===== src/rtl/quad_pkg.sv =====
// Shared definitions for the quadrature input conditioner.
package quad_pkg;

    typedef enum logic [0:0] {
        StIdle,
        StPend
    } chan_state_e;

    localparam int unsigned QUAD_SYNC_STAGES_DEF = 2;
    localparam int unsigned QUAD_FILT_W_DEF      = 8;
    localparam int unsigned QUAD_ERR_CNT_W       = 8;

endpackage


===== src/rtl/quad_filter_chan.sv =====
// One encoder channel: synchroniser, stability filter FSM and counter.
// `o` takes the synchronised level after filt_len+1 consecutive differing cycles;
// `upd` pulses for one cycle on the edge where `o` changes.
module quad_filter_chan
    import quad_pkg::*;
#(
    parameter int unsigned SYNC_STAGES = QUAD_SYNC_STAGES_DEF,
    parameter int unsigned FILT_W      = QUAD_FILT_W_DEF
) (
    input  logic              clk,
    input  logic              reset,
    input  logic              pin_raw,
    input  logic [FILT_W-1:0] filt_len,
    output logic              o,
    output logic              upd
);

    logic [SYNC_STAGES-1:0] sync_q;
    logic                   s;
    chan_state_e            state_q, state_d;
    logic [FILT_W-1:0]      cnt_q, cnt_d;
    logic                   o_q, o_d;
    logic                   upd_q, upd_d;

    assign s   = sync_q[SYNC_STAGES-1];
    assign o   = o_q;
    assign upd = upd_q;

    // Synchroniser chain, filter state and registered outputs.
    always_ff @(posedge clk) begin
        if (reset) begin
            sync_q  <= '0;
            state_q <= StIdle;
            cnt_q   <= '0;
            o_q     <= 1'b0;
            upd_q   <= 1'b0;
        end else begin
            sync_q  <= {sync_q[SYNC_STAGES-2:0], pin_raw};
            state_q <= state_d;
            cnt_q   <= cnt_d;
            o_q     <= o_d;
            upd_q   <= upd_d;
        end
    end

    // Stability filter next state; >= lets a shrinking filt_len commit at once.
    always_comb begin
        state_d = state_q;
        cnt_d   = cnt_q;
        o_d     = o_q;
        upd_d   = 1'b0;
        unique case (state_q)
            StIdle: begin
                if (s == o_q) begin
                    cnt_d = '0;
                end else if (filt_len == '0) begin
                    o_d   = s;
                    upd_d = 1'b1;
                end else begin
                    cnt_d   = FILT_W'(1);
                    state_d = StPend;
                end
            end
            StPend: begin
                if (s == o_q) begin
                    // Glitch shorter than the window: drop it.
                    cnt_d   = '0;
                    state_d = StIdle;
                end else if (cnt_q >= filt_len) begin
                    o_d     = s;
                    upd_d   = 1'b1;
                    cnt_d   = '0;
                    state_d = StIdle;
                end else begin
                    cnt_d = cnt_q + 1'b1;
                end
            end
        endcase
    end

endmodule


===== src/rtl/quad_filter.sv =====
// Quadrature input conditioner: two filtered channels, change strobe and
// illegal double-step detection. Macro QUAD_FILTER_ERR_EN compiles in the
// err_step / err_cnt logic; otherwise both outputs are tied to 0.
module quad_filter
    import quad_pkg::*;
#(
    parameter int unsigned SYNC_STAGES = QUAD_SYNC_STAGES_DEF,
    parameter int unsigned FILT_W      = QUAD_FILT_W_DEF
) (
    input  logic                      clk,
    input  logic                      reset,
    input  logic                      a_raw,
    input  logic                      b_raw,
    input  logic [FILT_W-1:0]         filt_len,
    output logic                      a,
    output logic                      b,
    output logic                      chg,
    output logic                      err_step,
    output logic [QUAD_ERR_CNT_W-1:0] err_cnt
);

    logic upd_a, upd_b;

    quad_filter_chan #(
        .SYNC_STAGES (SYNC_STAGES),
        .FILT_W      (FILT_W)
    ) u_chan_a (
        .clk      (clk),
        .reset    (reset),
        .pin_raw  (a_raw),
        .filt_len (filt_len),
        .o        (a),
        .upd      (upd_a)
    );

    quad_filter_chan #(
        .SYNC_STAGES (SYNC_STAGES),
        .FILT_W      (FILT_W)
    ) u_chan_b (
        .clk      (clk),
        .reset    (reset),
        .pin_raw  (b_raw),
        .filt_len (filt_len),
        .o        (b),
        .upd      (upd_b)
    );

    // upd_* are flops updated with a/b, so these strobes line up with the new levels.
    assign chg = upd_a | upd_b;

`ifdef QUAD_FILTER_ERR_EN
    logic [QUAD_ERR_CNT_W-1:0] err_cnt_q;

    assign err_step = upd_a & upd_b;
    assign err_cnt  = err_cnt_q;

    // Saturating count of double steps, one cycle behind err_step.
    always_ff @(posedge clk) begin
        if (reset) begin
            err_cnt_q <= '0;
        end else if (err_step && (err_cnt_q != '1)) begin
            err_cnt_q <= err_cnt_q + 1'b1;
        end
    end
`else
    assign err_step = 1'b0;
    assign err_cnt  = '0;
`endif

endmodule

===== config.mk =====
export PLATFORM = sky130hd
export DESIGN_NAME = quad_filter
export DESIGN_NICKNAME = d
export VERILOG_FILES = /design/src/rtl/quad_pkg.sv /design/src/rtl/quad_filter_chan.sv /design/src/rtl/quad_filter.sv
export SDC_FILE = /design/constraint.sdc
export NUM_CORES = 1
export LEC_CHECK = 0
export CAP_MARGIN = 20
export CORE_MARGIN = 3
export CORE_UTILIZATION = 45
export DETAILED_ROUTE_END_ITERATION = 16
export PLACE_DENSITY_LB_ADDON = 0.2
export SKIP_LAST_GASP = 1
export SYNTH_ARGS = -nofsm -noshare
export SYNTH_HDL_FRONTEND = slang
export SYNTH_HIERARCHICAL = 1
export SYNTH_SLANG_ARGS = --single-unit

===== constraint.sdc =====
create_clock -name clk -period 2.4 [get_ports clk]
set_input_delay 0.36 -clock clk [delete_from_list [all_inputs] [get_ports clk]]
set_output_delay 0.36 -clock clk [all_outputs]
set_load 0.01 [all_outputs]

# Word level (Yosys, flattened, before mapping)

Index checks and enable logic that the tools add are counted.

Muxes and demuxes: 37
Equal/unequal tests: 12
Bitwise logic cells: 3
$lt $le $gt $ge: 2
Add/sub/neg operators: 2
Reduce and logical (&&, ||, !) cells: 3

Operators with widths:

| kind                  | number |
|---|---|
| $mux W8               | 7 |
| $pmux W8 S2           | 2 |
| $mux W1               | 22 |
| $add A8 B1 Y8 const B | 2 |
| $ge A8 B8 Y1          | 2 |
| $ne A2 B2 Y1 const B  | 7 |
| $pmux W1 S2           | 6 |
| $logic_not A8 Y1      | 1 |
| $reduce_and A4 Y1     | 2 |
| $ne A3 B2 Y1 const B  | 1 |
| $ne A3 B3 Y1 const B  | 1 |
| $eq A1 B1 Y1          | 2 |
| $ne A2 B1 Y1 const B  | 1 |
| $not A1 Y1            | 2 |
| $or A1 B1 Y1          | 1 |

Register bits: 26
Output and inout port bits: 12
Word-level logic and storage cells: 69
Bits of input ports: 12

# Logic depth before layout (Yosys ltp)

Depth in word-level cells: 4
Depth in mapped cells: 8
Mapped depth without buffers: 7

# Hierarchy

The synthesis kept the hierarchy.

Modules (own cells, without submodules):

| module                      | times used | cells each | sequential area each (sq um) | area each (sq um) |
|---|---|---|---|---|
| quad_filter_chan (u_chan_b) | 1          | 100        | 260.2                        | 837.1 |
| quad_filter_chan (u_chan_a) | 1          | 100        | 260.2                        | 835.8 |
| quad_filter                 | 1          | 11         | 0.0                          | 77.6 |

# Worst setup path after synthesis

Ideal clock, no wire load.

Path kind: register to register
Start point: register u_chan_a.cnt_q[0]
End point: register u_chan_a.cnt_q[7]
Stages on the path, launching flop included: 8
Setup slack: 468 ps
Period minus slack after synthesis: 1932 ps
Arrival: 1857 ps
Setup time: 74 ps
Data required time: 2326 ps
Cell sequence: dfxtp_1 -> inv_1 -> ha_1 -> nand2b_1 -> a2111oi_4 -> o211a_1 -> or3b_1 -> a31oi_1

Longest elaborated chain between the ends: 4

RTL lines:

| element                                       | line                                           | RTL |
|---|---|---|
| from (decl)                                   | quad_filter_chan.sv:21                         | `logic [FILT_W-1:0] cnt_q, cnt_d;` |
| from (signal assigned)                        | quad_filter_chan.sv:40                         | `cnt_q <= cnt_d;` |
| $add A8 B1 Y8 or $ge A8 B8 Y1 (tied branches) | quad_filter_chan.sv:75, quad_filter_chan.sv:69 |  |
| $mux W8 (*)                                   | quad_filter_chan.sv:69                         | `end else if (cnt_q >= filt_len) begin` |
| $mux W8 (*)                                   | quad_filter_chan.sv:65                         | `if (s == o_q) begin` |
| $pmux W8 S2 (*)                               | quad_filter_chan.sv:52                         | `unique case (state_q)` |

Every way passes the cells marked *; elsewhere a longest branch is shown, timed or not.
A chain may end at the register's enable or synchronous reset.

# Worst setup path in the final report

Start point: input port filt_len[7]
End point: register u_chan_a.cnt_q[7]

Longest elaborated chain between the ends: 4

RTL lines:

| element      | line                   | RTL |
|---|---|---|
| from (decl)  | quad_filter.sv:14      | `input logic [FILT_W-1:0] filt_len,` |
| $ge A8 B8 Y1 | quad_filter_chan.sv:69 |  |
| $mux W8      | quad_filter_chan.sv:69 |  |
| $mux W8      | quad_filter_chan.sv:65 |  |
| $pmux W8 S2  | quad_filter_chan.sv:52 |  |

Parallel ways exist; a longest one is shown, timed or not.

==> impl_metrics.toml <==
[die]
fp.dieArea_sq_mm = 0.00467
ioPinCount = 24
core_sq_mm = 0.00372
num_rows = 22
die_h_um = 68.4
die_width_um = 68.4
start_util_pct = 47.1

[critical_path]
ff2ff_setup_slack_ps = 330
required_ps = 2580
start_kind = "primary input"
critPathBufInv = 2
cp.arrival_ps = 2430
cp_top_family = "compound AO/OA/AOI/OAI gates"
critPathSlowestCell = "clkdlybuf4s50_1"
cp_slowest_stage_delay_ps = 490
crit_chain = "clkdlybuf4s50_1, inv_1, ha_1, or2_4, a2111oi_4, o211a_1, or3b_1, a31oi_1"
crit_type = "primary input to flop"
cp-end-kind = "flop"
crit_fanout = 2

[synthesis]
synthArstFlopShare_pct = 0
netlist_area_sq_mm = 0.00175
synthCells = 211
synth_ff_type = "dfxtp_1"
synth-edff-count = 0
yosysTopAreaCellShare_pct = 29.7
synth_area_leaders = "dfxtp_1 (30%), ha_1 (13%), nand2_1 (5.1%), buf_4 (4.7%), nand3_1 (4.6%)"
synth_seq_cells = 26
yosysTopAreaCell = "dfxtp_1"
synth_seq_area_share_pct = 29.7
yosysWarnings = 6
synth.distinct_cells = 43
avgSynthCellArea_sq_um = 8.30

[global_routing]
antenna_found_initial = 0
grt_usage_pct = 15.6
gr-total-overflow = 0
first_global_vias = 1238
grt_pass1_wl_um = 5600
grt_max_degree = 21

[timing]
clock_skew_ps = 1.66
setup_viol = 0
fin_tns_setup_ps = 0
worstMarginPinSlew_ps = 681
post-route-period-util_pct = 93.4
rsz0062_at_grt = "no"
hold_viol = 0
clock.fmax_mhz = 446
max_slew_margin_pct = 54.4
drv_slew = 0
min_period_ps = 2240

[placed_design]
dp_hpwl_um = 2580
dp.cells = 282
dpl_cell_area_sq_mm = 0.00200
io_buffers = 14
routabilityCongestion = 0.764

[power_and_ir_drop]
p_int_uw = 595
sw_frac_of_total_pct = 22.7
p_seq_share_pct = 57.1
combPwrFrac_pct = 11.9
powerDensity_mw_per_mm2 = 377
p_leak_nw = 0.850
p_switching_uw = 175
peakVddDrop_v = 0.000256
p_clk_share_pct = 31.1

[route]
firstDrtPassIters = 4
drc = 0
vias = 1502
detail_route.wl_per_cell_um = 11.6
initialDrtViolationCount = 65
ant_nets = 0
viasPerCell = 5.27
wl_um = 3300

[clocking]
post_cts_buffers = 0
cts_num_sinks = 26
cts_root_buf = "clkbuf_8"
clock_latency_ps = 260
cts_tree = "built"
cts-htree-levels = 1
cts-buffers-inserted = 3
cts.clk_slew.worst_paths_ps = 80
ctsHoldBuffers = 0
cts_buffer_depth = 2

[cells_and_area]
drive_gt1_share_pct = 11.8
nets = 269
final_cell_mix = "dfxtp_1 (26), nand2_1 (24), inv_1 (18), ha_1 (18), nand3_1 (16)"
final_common_cell = "dfxtp_1"
final_util_pct = 54.9
finish.instance_area_sq_mm = 0.00204
layout.cells.non_filler = 285
antennaDiodeCount = 0
synthToLayoutAreaGrowth_pct = 16.5

[worst_hold_path]
hold_path.class = "flop to flop"

[run_status]
outcome = "finished clean"

[flow_run]
max-cap-violations = 0
==> flip-flops by register name (all words and copies together), names as in the netlist, 2 cells and up <==
signal / cells
u_chan_a/cnt_q: 8
u_chan_a/sync_q: 2
u_chan_b/cnt_q: 8
u_chan_b/sync_q: 2
==> final cells by class <==
type                            instances  area [sq um]
Inverter                               18          67.6
Fill cell                             374          1680
Sequential cell                        26           520
Tap cell                               48          60.1
Multi-Input combinational cell        161          1100
Timing Repair Buffer                   29           253
Clock buffer                            3          41.3
==> per-layer routing <==
metal / track usage (%) / vias to the layer above / wire length [um]
met3: 3.12 / 5 / 153
met1: 24.2 / 679 / 1780
met4: 3.72 / 0 / 34
li1: - / 782 / -
met5: 0 / - / 0
met2: 21.8 / 36 / 1330
==> path summary, 6_finish.rpt <==
check,from,to,depth (start not counted)
max reg2reg,u_chan_b/cnt_q[0]$_SDFFE_PP0P_,u_chan_b/cnt_q[3]$_SDFFE_PP0P_,7
max,filt_len[7],u_chan_a/cnt_q[7]$_SDFFE_PP0P_,8
min reg2reg,u_chan_a/sync_q[0]$_SDFF_PP0_,u_chan_a/sync_q[1]$_SDFF_PP0_,1
min,u_chan_a/sync_q[0]$_SDFF_PP0_,u_chan_a/sync_q[1]$_SDFF_PP0_,1
==> cells by family after synthesis <==
group	after synthesis	synth area share, %
AO/OA/AOI/OAI	42	18.4
XOR/XNOR	2	1.00
adder cells (fa/ha/maj)	18	12.9
buffers and inverters	32	9.36
flip-flops	26	29.7
multiplexers	2	1.14
other	1	0.214
AND/OR/NAND/NOR	88	27.2
==> power by group through the flow <==
stage / clock [mW] / combinational (mW) / sequential (mW)
2_1_floorplan: 0 / 0.0635 / 0.449
3_3_place_gp: 0 / 0.0908 / 0.450
3_5_place_dp: 0 / 0.0909 / 0.450
4_1_cts: 0.253 / 0.0919 / 0.439
5_1_grt: 0.265 / 0.104 / 0.440
6_report: 0.239 / 0.0914 / 0.439
==> per-stage QoR <==
stage                     power, mW  setup slack (ps)  hold slack, ps
final                         0.770               159             448
after global placement        0.540             -85.0             420
after global routing          0.809              70.2             458
after detailed placement      0.540              -128             428
after CTS                     0.784               152             449
after floorplan               0.512               468             414
==> synth_stat cells, types with 2 or more instances <==
cell type	number
dfxtp_1	26
nand2_1	24
ha_1	18
inv_1	18
nand3_1	16
nor2_1	13
buf_4	11
a31oi_1	10
a21oi_1	9
nor2b_1	6
nand2b_1	5
o21ai_0	5
or3_1	4
a22oi_1	3
nor4_1	3
or2_2	3
a2111oi_4	2
a211o_1	2
buf_2	2
mux2i_1	2
nand3b_1	2
nor3_1	2
o211a_1	2
o21a_1	2
or4_1	2
xnor2_1	2
==> worst register-to-register path, delay by kind of cell (launching register included) <==
family / cells / cell delay (ps)
adders and majority gates: 1 / 270
DFF: 1 / 360
AOI/OAI and AO/OA: 3 / 760
and+or+nand+nor: 2 / 520
buffers and inverters: 1 / 80
==> what timing repair did <==
item,CTS,global route
gates resized for setup,0,2
hold endpoints to repair,0,0
endpoints found under the setup margin,0,1
Power figures use the tool's default switching activity.
